## config.mk

```make
export PLATFORM = sky130hd
export DESIGN_NAME = multi_delay_buffer
export DESIGN_NICKNAME = d
export VERILOG_FILES = /design/src/rtl/multi_delay_buffer.sv
export SDC_FILE = /design/constraint.sdc
export NUM_CORES = 1
export LEC_CHECK = 0
export CAP_MARGIN = 10
export CORE_AREA = 2 2 147 149
export CTS_CLUSTER_DIAMETER = 40
export CTS_CLUSTER_SIZE = 28
export DETAILED_ROUTE_END_ITERATION = 8
export DIE_AREA = 0 0 149 151
export PLACE_DENSITY = 0.75
export RECOVER_POWER = 25
export REMOVE_ABC_BUFFERS = 1
export SYNTH_ARGS = -nofsm -noshare
export SYNTH_HDL_FRONTEND = slang
export SYNTH_SLANG_ARGS = --single-unit
```

## constraint.sdc

```tcl
create_clock -name clk -period 5.5 [get_ports clk]
set_input_delay 1.1 -clock clk [delete_from_list [all_inputs] [get_ports clk]]
set_output_delay 1.1 -clock clk [all_outputs]
set_load 0.02 [all_outputs]
```

## src/rtl/multi_delay_buffer.sv

```systemverilog
// Multi-channel programmable delay line. Each channel runs its own circular
// buffer in an external 2-port RAM. Delay amounts are latched on run.
// A channel configured with amount 0 bypasses the RAM with a single register stage.

module multi_delay_buffer_ch #(
    parameter int ADDR_W = 6,
    parameter int DATA_W = 32
) (
    input  logic              clk,
    input  logic              rst,
    input  logic              run,
    input  logic              running,
    input  logic [DATA_W-1:0] in_d,
    input  logic [ADDR_W-1:0] amount,
    output logic [DATA_W-1:0] out_d,
    output logic              primed,
    output logic              wr,
    output logic [ADDR_W-1:0] wr_addr,
    output logic [DATA_W-1:0] wr_data,
    output logic              rd,
    output logic [ADDR_W-1:0] rd_addr,
    input  logic [DATA_W-1:0] rd_data
);
    typedef enum logic [1:0] {S_IDLE, S_BYPASS, S_FILL, S_STREAM} state_t;

    state_t              state_q, state_d;
    logic [ADDR_W-1:0]   amt_q;
    logic [ADDR_W-1:0]   wptr_q;
    logic [ADDR_W-1:0]   fill_cnt_q;
    logic [DATA_W-1:0]   out_q;
    logic [DATA_W-1:0]   hold_q;
    logic                rd_q;
    logic                use_ram;

    // State register
    always_ff @(posedge clk or posedge rst) begin
        if (rst) state_q <= S_IDLE;
        else     state_q <= state_d;
    end

    // Next state and RAM port controls; run pre-empts everything, including RAM access
    always_comb begin
        state_d = state_q;
        wr      = 1'b0;
        rd      = 1'b0;
        if (run) begin
            state_d = (amount == '0) ? S_BYPASS : S_FILL;
        end else if (running) begin
            case (state_q)
                S_FILL: begin
                    wr = 1'b1;
                    if (fill_cnt_q == amt_q - ADDR_W'(1)) state_d = S_STREAM;
                end
                S_STREAM: begin
                    wr = 1'b1;
                    rd = 1'b1;
                end
                default: ;
            endcase
        end
    end

    // Datapath: pointers, latched amount, bypass register and RAM read hold
    always_ff @(posedge clk or posedge rst) begin
        if (rst) begin
            amt_q      <= '0;
            wptr_q     <= '0;
            fill_cnt_q <= '0;
            out_q      <= '0;
            hold_q     <= '0;
            rd_q       <= 1'b0;
        end else if (run) begin
            amt_q      <= amount;
            wptr_q     <= '0;
            fill_cnt_q <= '0;
            out_q      <= '0;
            hold_q     <= '0;
            rd_q       <= 1'b0;
        end else begin
            rd_q <= rd;
            if (rd_q) hold_q <= rd_data;
            if (wr) wptr_q <= wptr_q + ADDR_W'(1);
            if (wr && state_q == S_FILL) fill_cnt_q <= fill_cnt_q + ADDR_W'(1);
            if (running && state_q == S_BYPASS) out_q <= in_d;
        end
    end

    assign use_ram = (state_q == S_FILL) || (state_q == S_STREAM);
    // RAM data is shown directly the cycle it arrives, then held through pauses
    assign out_d   = use_ram ? (rd_q ? rd_data : hold_q) : out_q;
    assign primed  = (state_q == S_STREAM) || (state_q == S_BYPASS);
    assign wr_addr = wptr_q;
    assign wr_data = in_d;
    // Modulo wrap: amt >= 1 keeps the read slot distinct from the write slot
    assign rd_addr = wptr_q - amt_q;
endmodule

module multi_delay_buffer #(
    parameter int ADDR_W = 6,
    parameter int DATA_W = 32,
    parameter int N_CH   = 2
) (
    input  logic                     clk,
    input  logic                     rst,
    input  logic                     run,
    input  logic                     running,
    input  logic [N_CH*DATA_W-1:0]   in_i,
    output logic [N_CH*DATA_W-1:0]   out_o,
    input  logic [N_CH*ADDR_W-1:0]   amount_i,
    output logic [N_CH-1:0]          primed_o,
    output logic [N_CH-1:0]          ext_2p_write_o,
    output logic [N_CH*ADDR_W-1:0]   ext_2p_addr_out_o,
    output logic [N_CH*DATA_W-1:0]   ext_2p_data_out_o,
    output logic [N_CH-1:0]          ext_2p_read_o,
    output logic [N_CH*ADDR_W-1:0]   ext_2p_addr_in_o,
    input  logic [N_CH*DATA_W-1:0]   ext_2p_data_in_i
);
    for (genvar c = 0; c < N_CH; c++) begin : gen_ch
        multi_delay_buffer_ch #(.ADDR_W(ADDR_W), .DATA_W(DATA_W)) u_ch (
            .clk     (clk),
            .rst     (rst),
            .run     (run),
            .running (running),
            .in_d    (in_i[c*DATA_W +: DATA_W]),
            .amount  (amount_i[c*ADDR_W +: ADDR_W]),
            .out_d   (out_o[c*DATA_W +: DATA_W]),
            .primed  (primed_o[c]),
            .wr      (ext_2p_write_o[c]),
            .wr_addr (ext_2p_addr_out_o[c*ADDR_W +: ADDR_W]),
            .wr_data (ext_2p_data_out_o[c*DATA_W +: DATA_W]),
            .rd      (ext_2p_read_o[c]),
            .rd_addr (ext_2p_addr_in_o[c*ADDR_W +: ADDR_W]),
            .rd_data (ext_2p_data_in_i[c*DATA_W +: DATA_W])
        );
    end
endmodule

```

==> results of run 1 <==
flip-flops by register name, indices dropped and copies added (netlist names):
name and count:
gen_ch.u_ch.fill_cnt_q 12, gen_ch.u_ch.amt_q 12, gen_ch.u_ch.hold_q 64, gen_ch.u_ch.state_q 4, gen_ch.u_ch.wr_addr 12, gen_ch.u_ch.out_q 64, gen_ch.u_ch.rd_q 2
layout by cell type (no fill, tap or decap), drive strengths merged, types with 3 or more instances in the layout:
cell type,count
and2,3
ha,16
clkdlybuf4s50,294
dlygate4sd3,6
nand2,29
nand3,9
and3,3
a21oi,73
nor2,163
clkbuf,19
a22o,64
nand4,9
buf,7
o21ai,22
clkinvlp,4
nor3,5
inv,32
dfrtp,170
xor2,23
nor4,4
mux2i,65
xnor2,17
worst max-delay path by stage:
stage	to	slack (ns)
final	ext_2p_read_o[1]	1.08
after detailed placement	ext_2p_read_o[0]	1.57
after CTS	ext_2p_read_o[0]	1.57
after floorplan	gen_ch[0].u_ch.amt_q[0]	-0.20
after global placement	ext_2p_read_o[0]	1.59
after global routing	gen_ch[1].u_ch.rd_q	0.80
kinds of logic (layout without fill, tap and decap cells):
group           Yosys count  count (layout)
simple gates            232             232
compound gates          171             171
flops                   170             170
buf+inv                 149             366
mux                      67              67
xor+xnor                 40              40
fa+ha+maj                18              18
other cells               0               1
power groups by stage:
| stage | Clock (µW) | Sequential [µW] | Combinational (µW) |
|---|---|---|---|
| floorplan | 0 | 1320 | 175 |
| global placement | 0 | 1320 | 495 |
| detailed placement | 0 | 1320 | 499 |
| CTS | 1210 | 1290 | 502 |
| global route | 1270 | 1290 | 534 |
| finish | 1180 | 1290 | 494 |
critical path, cell delays in order:
cell,delay (ns)
clkbuf_1,0.94
inv_1,0.36
nand2_1,0.28
nor2_1,0.09
clkdlybuf4s50_1,0.54
per-stage QoR:
step / hold WS [ns] / cell area (µm²) / setup TNS (ns) / utilization (%)
6_report: 0.505 / 11700 / 0 / 56.4
5_1_grt: 0.519 / 11700 / 0 / 56.4
4_1_cts: 0.511 / 11800 / 0 / 56.5
3_5_place_dp: 0.492 / 11200 / 0 / 53.7
3_3_place_gp: 0.488 / 11200 / 0 / 53.7
2_1_floorplan: 0.474 / 7720 / -34.58 / -
layout make-up:
cell class                      count  area, µm²
Antenna cell                        1       2.50
Clock buffer                       17        425
Clock inverter                     13        144
Fill cell                        1831       9070
Inverter                           27        101
Multi-Input combinational cell    528       3400
Sequential cell                   170       4260
Tap cell                          275        344
Timing Repair Buffer              309       3080
per-layer routing:
layer | vias up | wire length [µm]
li1 | 3237 | -
met1 | 3261 | 9750
met2 | 240 | 11000
met3 | 30 | 1550
met4 | 0 | 468
met5 | - | 0
==> impl_metrics.json, run 1 <==
{
  "synthesis.area_um2": 8460,
  "synthMuxAreaShare_pct": 7.95,
  "drive_gt1_share_pct": 4.61,
  "num_rows": 53,
  "synthAdderAreaFrac_pct": 2.84,
  "hold_path_depth": 1,
  "clock_skew_ns": 0.0104,
  "gp_congestion": 0.780,
  "ys_ff_latch": 170,
  "die-area_um2": 22500,
  "grt_pass1_vias": 6814,
  "place_ws_ns": 1.57,
  "r2r-end": "gen_ch[0].u_ch.wr_addr[5]",
  "final_cells": 1340,
  "net-switching-power_uw": 782,
  "p_comb_share_pct": 16.6,
  "grt_overflow": 0,
  "yosysMostFrequentCell": "dfrtp_1",
  "htreeDepth": 4,
  "fmax_ghz": 0.226,
  "reg2reg_setup_slack_ns": 3.46,
  "post_cts_buffers": 0,
  "core_area_um2": 20800,
  "met1_usage_pct": 26.2,
  "first_pass_iters": 4,
  "hold_start": "gen_ch[0].u_ch.out_q[0]",
  "end_kind": "output pin",
  "cts_buffers": 17,
  "drc": 0,
  "hold_viol": 0,
  "violations": "capacitance limit, slew limit",
  "drt_iter0_drc": 345,
  "powerDensity_nw_per_um2": 253,
  "final_antenna_net_count": 0,
  "syn_inst": 847,
  "path_class": "input port to output pin",
  "use_met2_pct": 33.6,
  "antenna_found_initial": 1,
  "root_buffer": "clkbuf_16",
  "dp_hpwl_um": 15500,
  "global_route.usage.met3_pct": 4.67,
  "finalNetCount": 1215,
  "cts_resized": 0,
  "wl_per_cell_um": 17.0,
  "yosys_most_used_dff": "dfrtp_1",
  "synth_top_family_by_area": "compound AO/OA/AOI/OAI gates",
  "syn_avg_cell_area_um2": 9.99,
  "cts.sinks": 170,
  "areaGrowthSynthToFinish_pct": 38.8,
  "setup_viol": 0,
  "drt_wl_total_um": 22800,
  "cts_hold_buf": 0,
  "drv_cap": 2,
  "synth_enable_flop_cells": 0,
  "yosysWarnings": 0,
  "rsz0062_at_grt": "no",
  "period_share_pct": 80.4,
  "hold_class": "flop to flop",
  "min_to": "gen_ch[0].u_ch.out_q[0]",
  "crit_required_ns": 4.40,
  "yosysTopAreaCell": "dfrtp_1",
  "r2r_cells": 5,
  "synth_compound_area_share_pct": 13.4,
  "synth_top_area_share_pct": 50.3,
  "leakagePower_uw": 0.00523,
  "port_buffers": 301,
  "clk-insertion-delay-late_ns": 0.42,
  "io-pin-count": 302,
  "slew_viol_final": 170,
  "initial_core_util_pct": 40.7,
  "outcome": "complete, but fails checks",
  "grt_max_degree": 94,
  "synth-async-reset-ratio_pct": 100,
  "synth_area_leaders": "dfrtp_1 50%, mux2i_1 7.7%, nor2_1 7.2%",
  "pwr-share-seq_pct": 43.6,
  "vias_per_cell": 5.05,
  "synth.distinct_cells": 43,
  "p_total_uw": 2970,
  "die_y_um": 151,
  "cts.path.max_buffers": 2,
  "ys_seq_area_share_pct": 50.3,
  "grt_usage_pct": 20.3,
  "rr_startpoint": "gen_ch[0].u_ch.state_q[1]",
  "die_w_um": 149,
  "startpoint": "run",
  "swShare_pct": 26.3,
  "crit_path_start_kind": "input port",
  "synth_xor_xnor_area_share_pct": 4.14,
  "grt_pass1_wl_um": 35800,
  "tightest_slew_ns": 3.00,
  "synthTopCellsByCount": "170 x dfrtp_1, 162 x nor2_1, 73 x a21oi_1",
  "via_count": 6768,
  "busiest_layer": "met2",
  "p_int_uw": 2190,
  "arrival_ns": 3.32,
  "setup_slack_ns": 1.08,
  "dp_cells": 1309,
  "clk_pin_slew_worst_paths_ns": 0.06,
  "worstPathMaxFanout": 30,
  "p_clk_share_pct": 39.8,
  "slew_headroom_pct": -100,
  "ir_drop_mv": 0.193,
  "cts_tree": "done",
  "synth-simple-area-share_pct": 11.4,
  "post-route-min-period_ns": 4.42
}
No activity file was read; power rests on OpenSTA's default activity.
==> run 2, diff against run 1 <==
--- a/config.mk
+++ b/config.mk
@@ -6,12 +6,12 @@
 export NUM_CORES = 1
 export LEC_CHECK = 0
 export CAP_MARGIN = 10
-export CORE_AREA = 2 2 147 149
+export CORE_AREA = 2 2 139 141
 export CTS_CLUSTER_DIAMETER = 40
 export CTS_CLUSTER_SIZE = 28
 export DETAILED_ROUTE_END_ITERATION = 8
-export DIE_AREA = 0 0 149 151
-export PLACE_DENSITY = 0.75
+export DIE_AREA = 0 0 141 143
+export PLACE_DENSITY = 0.8
 export RECOVER_POWER = 25
 export REMOVE_ABC_BUFFERS = 1
 export SYNTH_ARGS = -nofsm -noshare
==> constraint.sdc (replaced) <==
create_clock -name clk -period 4.2 [get_ports clk]
set_input_delay 0.84 -clock clk [delete_from_list [all_inputs] [get_ports clk]]
set_output_delay 0.84 -clock clk [all_outputs]
set_load 0.02 [all_outputs]
==> run 2 against run 1 <==
  * Non-clock buffer count rose by 6
  * The run still ends with capacitance limit, slew limit left
  * Critical path depth fell by 1
  * Largest power group unchanged
  * Setup slack got worse by 0.59 ns
  * Critical path type is now flop to output pin
==> impl_metrics.json, run 2 (synthesized netlist as in run 1, its figures left out) <==
{
  "gp_congestion": 0.820,
  "grt_usage_pct": 22.8,
  "hold_slack_ns": 0.506,
  "cts.sinks": 170,
  "tightest_slew_ns": 1.68,
  "finalNetCount": 1221,
  "hold_viol": 0,
  "swShare_pct": 25.8,
  "areaGrowthSynthToFinish_pct": 38.7,
  "grt_overflow": 0,
  "cts.path.max_buffers": 2,
  "setup_viol": 0,
  "critPathMaxStageDelay_ns": 1.08,
  "die_y_um": 143,
  "fillers": 1520,
  "clock_skew_ns": 0.00878,
  "cp_slowest_cell": "dfrtp_1",
  "pwr-share-seq_pct": 43.3,
  "io-pin-count": 302,
  "drt_wl_total_um": 23000,
  "die_w_um": 141,
  "clk_pin_slew_worst_paths_ns": 0.07,
  "mostFrequentLayoutCells": "298 x clkdlybuf4s50_1, 167 x dfrtp_1, 161 x nor2_1",
  "cts_buffers": 17,
  "clk-insertion-delay-late_ns": 0.42,
  "drv_cap": 1,
  "first_pass_iters": 4,
  "net-switching-power_uw": 1010,
  "worstPathMaxFanout": 18,
  "cts_hold_buf": 0,
  "powerDensity_nw_per_um2": 333,
  "path_class": "flop to output pin",
  "reg2reg_setup_slack_ns": 2.03,
  "reg_top3": "gen_ch.u_ch.hold_q: 64 flops, gen_ch.u_ch.out_q: 64 flops",
  "drive_gt1_share_pct": 4.94,
  "root_buffer": "clkbuf_16",
  "slew_headroom_pct": -12.1,
  "port_buffers": 301,
  "post_cts_buffers": 0,
  "slew_viol_final": 75,
  "p_int_uw": 2900,
  "post-route-min-period_ns": 3.72,
  "antenna_cells_inserted": 0,
  "rsz0062_at_grt": "no",
  "via_count": 6843,
  "hold_class": "flop to flop",
  "crit_required_ns": 3.36,
  "wl_per_cell_um": 17.6,
  "stdcell_area_um2": 11700,
  "num_rows": 50,
  "violations": "capacitance limit, slew limit",
  "dp_hpwl_um": 15800,
  "crit_path_start_kind": "flop",
  "antenna_found_initial": 0,
  "die-area_um2": 20200,
  "path_cells": "buf_4, mux2i_1, a21oi_1, clkdlybuf4s50_1",
  "cts_tree": "done",
  "htreeDepth": 4,
  "ir_drop_mv": 0.260,
  "grt_max_degree": 83,
  "fmax_ghz": 0.269,
  "p_comb_share_pct": 16.7,
  "leakagePower_uw": 0.00526,
  "final_antenna_net_count": 0,
  "grt_pass1_wl_um": 36100,
  "initial_core_util_pct": 45.6,
  "end_kind": "output pin",
  "final_common_cell": "clkdlybuf4s50_1",
  "p_clk_share_pct": 40.0,
  "final_cells": 1306,
  "period_share_pct": 88.5,
  "post_dp_cell_area_um2": 11200,
  "cts_resized": 0,
  "drc": 0,
  "core_area_um2": 18600,
  "outcome": "complete, but fails checks",
  "post-route-util_pct": 63.2,
  "drt_iter0_drc": 444,
  "vias_per_cell": 5.24,
  "arrival_ns": 2.88,
  "dp_cells": 1274,
  "grt_pass1_vias": 7025
}
==> run 2: cell count changes in the layout (fill, tap and decap cells not counted), sizes merged, moves of 2 or more <==
cell,previous run,this run
clkinv,2,4
clkdlybuf4s50,294,298
inv,32,27
clkbuf,19,26
buf,7,12
dlygate4sd3,6,2
==> run 2: path summary, 6_finish.rpt <==
kind                                           startpoint                        end  cells past startpoint
worst max-delay path                  gen_ch[0].u_ch.rd_q                   out_o[9]                      4
worst min register to register   gen_ch[0].u_ch.out_q[11]   gen_ch[0].u_ch.out_q[11]                      1
worst min-delay path             gen_ch[0].u_ch.out_q[11]   gen_ch[0].u_ch.out_q[11]                      1
min in group asynchronous                             rst   gen_ch[1].u_ch.hold_q[5]                      2
worst max register to register  gen_ch[0].u_ch.state_q[1]  gen_ch[0].u_ch.state_q[0]                      5
max in group asynchronous                             rst  gen_ch[0].u_ch.hold_q[17]                      3
==> run 2: power by group through the flow <==
stage / registers (µW) / logic (µW) / clock network [µW]
after CTS: 1690 / 661 / 1590
after detailed placement: 1720 / 656 / 0
after floorplan: 1720 / 229 / 0
after global routing: 1700 / 703 / 1670
after global placement: 1720 / 648 / 0
final: 1690 / 652 / 1560
==> run 2: cell type report <==
class / instances / area [µm²] / area share (%)
flip-flops and latches: 170 / 4260 / 36.3
well taps: 234 / 293 / 2.49
clock inverters: 9 / 115 / 0.980
inverters: 27 / 105 / 0.895
multi-input cells: 528 / 3400 / 28.9
clock buffers: 23 / 468 / 3.99
repair buffers: 315 / 3110 / 26.5
==> run 2: critical path, delay by kind of cell, from the launching register on <==
family / cells / cell delay, ns
compound gates: 1 / 0.10
buf+inv: 2 / 0.97
flops: 1 / 1.08
mux: 1 / 0.29
==> run 2: per-layer routing <==
layer	up-vias	GRT usage (%)	part of all wire [%]
met5	-	0	0
met4	0	7.16	1.3
li1	3251	-	-
met2	251	39.6	50
met3	24	5.67	6.3
met1	3317	28.2	42
==> run 2: metrics by stage <==
stage               setup TNS [ns]  power, µW  setup WS [ns]
CTS                              0       3940          0.656
global route                     0       4070          0.274
global placement                 0       2370          0.833
finish                           0       3910          0.483
floorplan                  -211.39       1950          -1.24
detailed placement               0       2380          0.814
==> edit 1, RTL diff (settings of run 2) <==
Encoding of `state_t`: now one-hot (4 bits for 4 states).
--- a/src/rtl/multi_delay_buffer.sv
+++ b/src/rtl/multi_delay_buffer.sv
@@ -23,3 +23,3 @@
 );
-    typedef enum logic [1:0] {S_IDLE, S_BYPASS, S_FILL, S_STREAM} state_t;
+    typedef enum logic [3:0] {S_IDLE = 4'b0001, S_BYPASS = 4'b0010, S_FILL = 4'b0100, S_STREAM = 4'b1000} state_t;
 
Behaviour: no difference found for any inputs over 4 cycles, from zero or initial values and one cycle with rst high; so few cycles prove little.
==> edit 1 against run 2 <==
The flow still finishes with violations (max-capacitance violations, max-slew violations); power shrank 0.84%; worst setup slack gained 0.038 ns; routed wire length grew 4.6%; sequential cell count grew 4; first-iteration DRC count grew 9.2%; global-route usage grew 1.1 points; final area grew 2.8%; utilization grew 1.7 points; area after synthesis grew 3.8%; count of clock-buffer cells in the layout shrank 2; combinational power shrank 2%.
==> edit 1: results <==
metrics = {
    "grt": {
        "grt_usage": 0.2399,
        "use_met3": 0.04628,
        "gr-usage-met2": 0.4082,
        "grt_pass1_wl_um": 38130,
        "use_met1": 0.3111,
    },
    "critical_path": {
        "cpPeakStageDelay_ns": 0.81,
        "crit_path_top_delay_cell": "dfrtp_2",
        "reg2reg_from": "gen_ch[1].u_ch.state_q[2]",
        "crit_fanout": 21,
        "rr_worst_depth": 4,
        "crit_arrival_ns": 2.84,
        "path_delay_family": "buffers and inverters",
        "worst_r2r_endpoint": "gen_ch[1].u_ch.state_q[3]",
        "r2r_slack_ns": 2.23,
    },
    "outcome": {
        "status": "finished, violations left",
        "violations": "max-capacitance violations, max-slew violations",
    },
    "synth": {
        "ys_top_cells_by_area": "dfrtp_1 49%, mux2i_1 7.9%, a22o_1 6.4%",
        "yosysUniqueCellTypes": 48,
        "synth.avg_cell_area_um2": 10.01,
        "ys_top_cells_by_count": "172 x dfrtp_1, 92 x nand2_1, 87 x nor2_1",
    },
    "job": {
        "cap_violations": 1,
    },
    "pwr": {
        "vdd_drop_max_mv": 0.2754,
    },
    "route": {
        "vias_per_cell": 5.371,
        "drt_iter0_markers": 485,
        "wl_met3_um": 1100,
        "wl_met2_um": 12230,
        "wl_met1_um": 10320,
        "wl_per_cell_um": 18.04,
        "vias": 7175,
    },
    "finish": {
        "drive_gt1_frac": 0.05626,
    },
    "min_path": {
        "min_from": "gen_ch[1].u_ch.out_q[11]",
    },
    "timing": {
        "fin_hold_ws_ns": 0.5035,
        "maxSlewHeadroom": -0.1298,
        "drv_slew": 80,
    },
}
edit 1: power breakdown:
group | internal (mW) | switching, mW
clock | 0.858 | 0.652
sequential | 1.70 | 0.0294
combinational | 0.315 | 0.323
total | 2.87 | 1.00
edit 1: cell families (layout without fill, tap and decap cells):
logic type	count (synthesis)	in the layout	share of synthesized area
xor gates and xnor gates	38	38	0.03787
buffers and inverters	152	376	0.09567
muxes	71	71	0.08115
AOI/OAI and AO/OA	178	178	0.1353
and+or+nand+nor	247	247	0.1270
adders and majority gates	18	18	0.02733
DFF	174	174	0.4957
edit 1: cell type report:
class	instances	area [um^2]
tap	234	292.8
multi-input combinational	552	3608
fill	1510	6516
clock inverter	9	87.58
sequential	174	4359
inverter	30	116.4
timing repair buffer	316	3129
clock buffer	21	470.5
edit 1: worst reg2reg max path, cell delays in order, from the launching register on:
cell and delay, ns:
dfrtp_1 0.53, or4b_4 0.53, nor4_2 0.35, a41oi_1 0.18, a311oi_1 0.29
==> edit 2, RTL diff (settings of run 2) <==
Without the edit above. `DATA_W` is set to 32 in 2 places; all go to 16.
--- a/src/rtl/multi_delay_buffer.sv
+++ b/src/rtl/multi_delay_buffer.sv
@@ -6,3 +6,3 @@
     parameter int ADDR_W = 6,
-    parameter int DATA_W = 32
+    parameter int DATA_W = 16
 ) (
@@ -99,3 +99,3 @@
     parameter int ADDR_W = 6,
-    parameter int DATA_W = 32,
+    parameter int DATA_W = 16,
     parameter int N_CH   = 2
Interface: changed (resized ext_2p_data_in_i, ext_2p_data_out_o, in_i and out_o); port bits go from 302 to 174. No check against the original RTL was run, so the function may have changed too.
==> edit 2 against run 2 <==
The flow still finishes with violations (max-capacitance violations, max-slew violations); final area fell by 36%; power down 40%; worst setup slack improved by 0.063 ns; routed wire length fell by 38%; sequential cell count is 64 lower; area after synthesis shrank 33%; sequential share of layout area decreased by 1.2 points; highest routed layer unchanged.
==> edit 2: results <==
metrics = {
    "outcome": {
        "status": "finished, violations left",
        "violations": "max-capacitance violations, max-slew violations",
    },
    "critical_path": {
        "cp-startpoint": "run",
        "crit_fanout": 40,
        "reg2reg_from": "gen_ch[1].u_ch.state_q[1]",
        "crit_path_top_delay_cell": "clkbuf_1",
        "cp-endpoint": "gen_ch[0].u_ch.out_q[13]",
        "cpPeakStageDelay_ns": 1.48,
        "path_delay_family": "buffers and inverters",
        "r2r_slack_ns": 2.24,
        "rr_worst_depth": 4,
    },
    "timing": {
        "fin_hold_ws_ns": 0.5061,
        "drv_slew": 94,
        "finalClockSkew_ns": 0.009505,
        "timing.fmax_ghz": 0.2736,
        "maxSlewHeadroom": -0.6472,
    },
    "finish": {
        "fillers": 1792,
        "drive_gt1_frac": 0.03863,
        "reg_top3": "gen_ch.u_ch.hold_q: 32 flops, gen_ch.u_ch.out_q: 32 flops",
        "fin_nets": 794,
    },
    "route": {
        "wl_per_cell_um": 15.26,
        "vias_per_cell": 4.824,
        "routed_wirelength_um": 14240,
    },
    "placed_design": {
        "io_buffers": 173,
        "placed_area_um2": 7291,
    },
    "clock_tree": {
        "cts_buffers": 9,
        "cts_max_level": 3,
        "worstSkewPairLatency_ns": 0.35,
    },
    "synth": {
        "post_synth_mux_area_share": 0.06430,
        "synth_compound_area_frac": 0.1348,
        "synth.avg_cell_area_um2": 9.763,
        "ys_top_cells_by_area": "dfrtp_1 47%, nor2_1 6.2%, mux2i_1 6.0%",
    },
    "grt": {
        "grt_pass1_vias": 4590,
    },
    "job": {
        "cap_violations": 2,
    },
    "min_path": {
        "hold_end": "gen_ch[1].u_ch.out_q[0]",
    },
}
edit 2: layer usage:
layer / vias to the layer above / part of all wire / GRT usage
met2: 123 / 0.50 / 0.2483
li1: 2180 / - / -
met1: 2173 / 0.43 / 0.1719
met4: 0 / 0.030 / 0.07263
met5: - / 0 / 0
met3: 25 / 0.039 / 0.02314
edit 2: where the power goes:
group | switching, mW | internal [mW] | total (mW)
clock network | 0.359 | 0.455 | 0.814
logic | 0.235 | 0.236 | 0.470
registers | 0.0315 | 1.04 | 1.07
edit 2: area by class of cell:
| cell class | count | area, um^2 | share of cell area |
|---|---|---|---|
| Timing Repair Buffer | 179 | 1775 | 0.2350 |
| Tap cell | 234 | 292.8 | 0.03875 |
| Sequential cell | 106 | 2653 | 0.3511 |
| Clock inverter | 3 | 42.54 | 0.005630 |
| Inverter | 25 | 95.09 | 0.01258 |
| Multi-Input combinational cell | 375 | 2465 | 0.3262 |
| Clock buffer | 11 | 232.7 | 0.03080 |
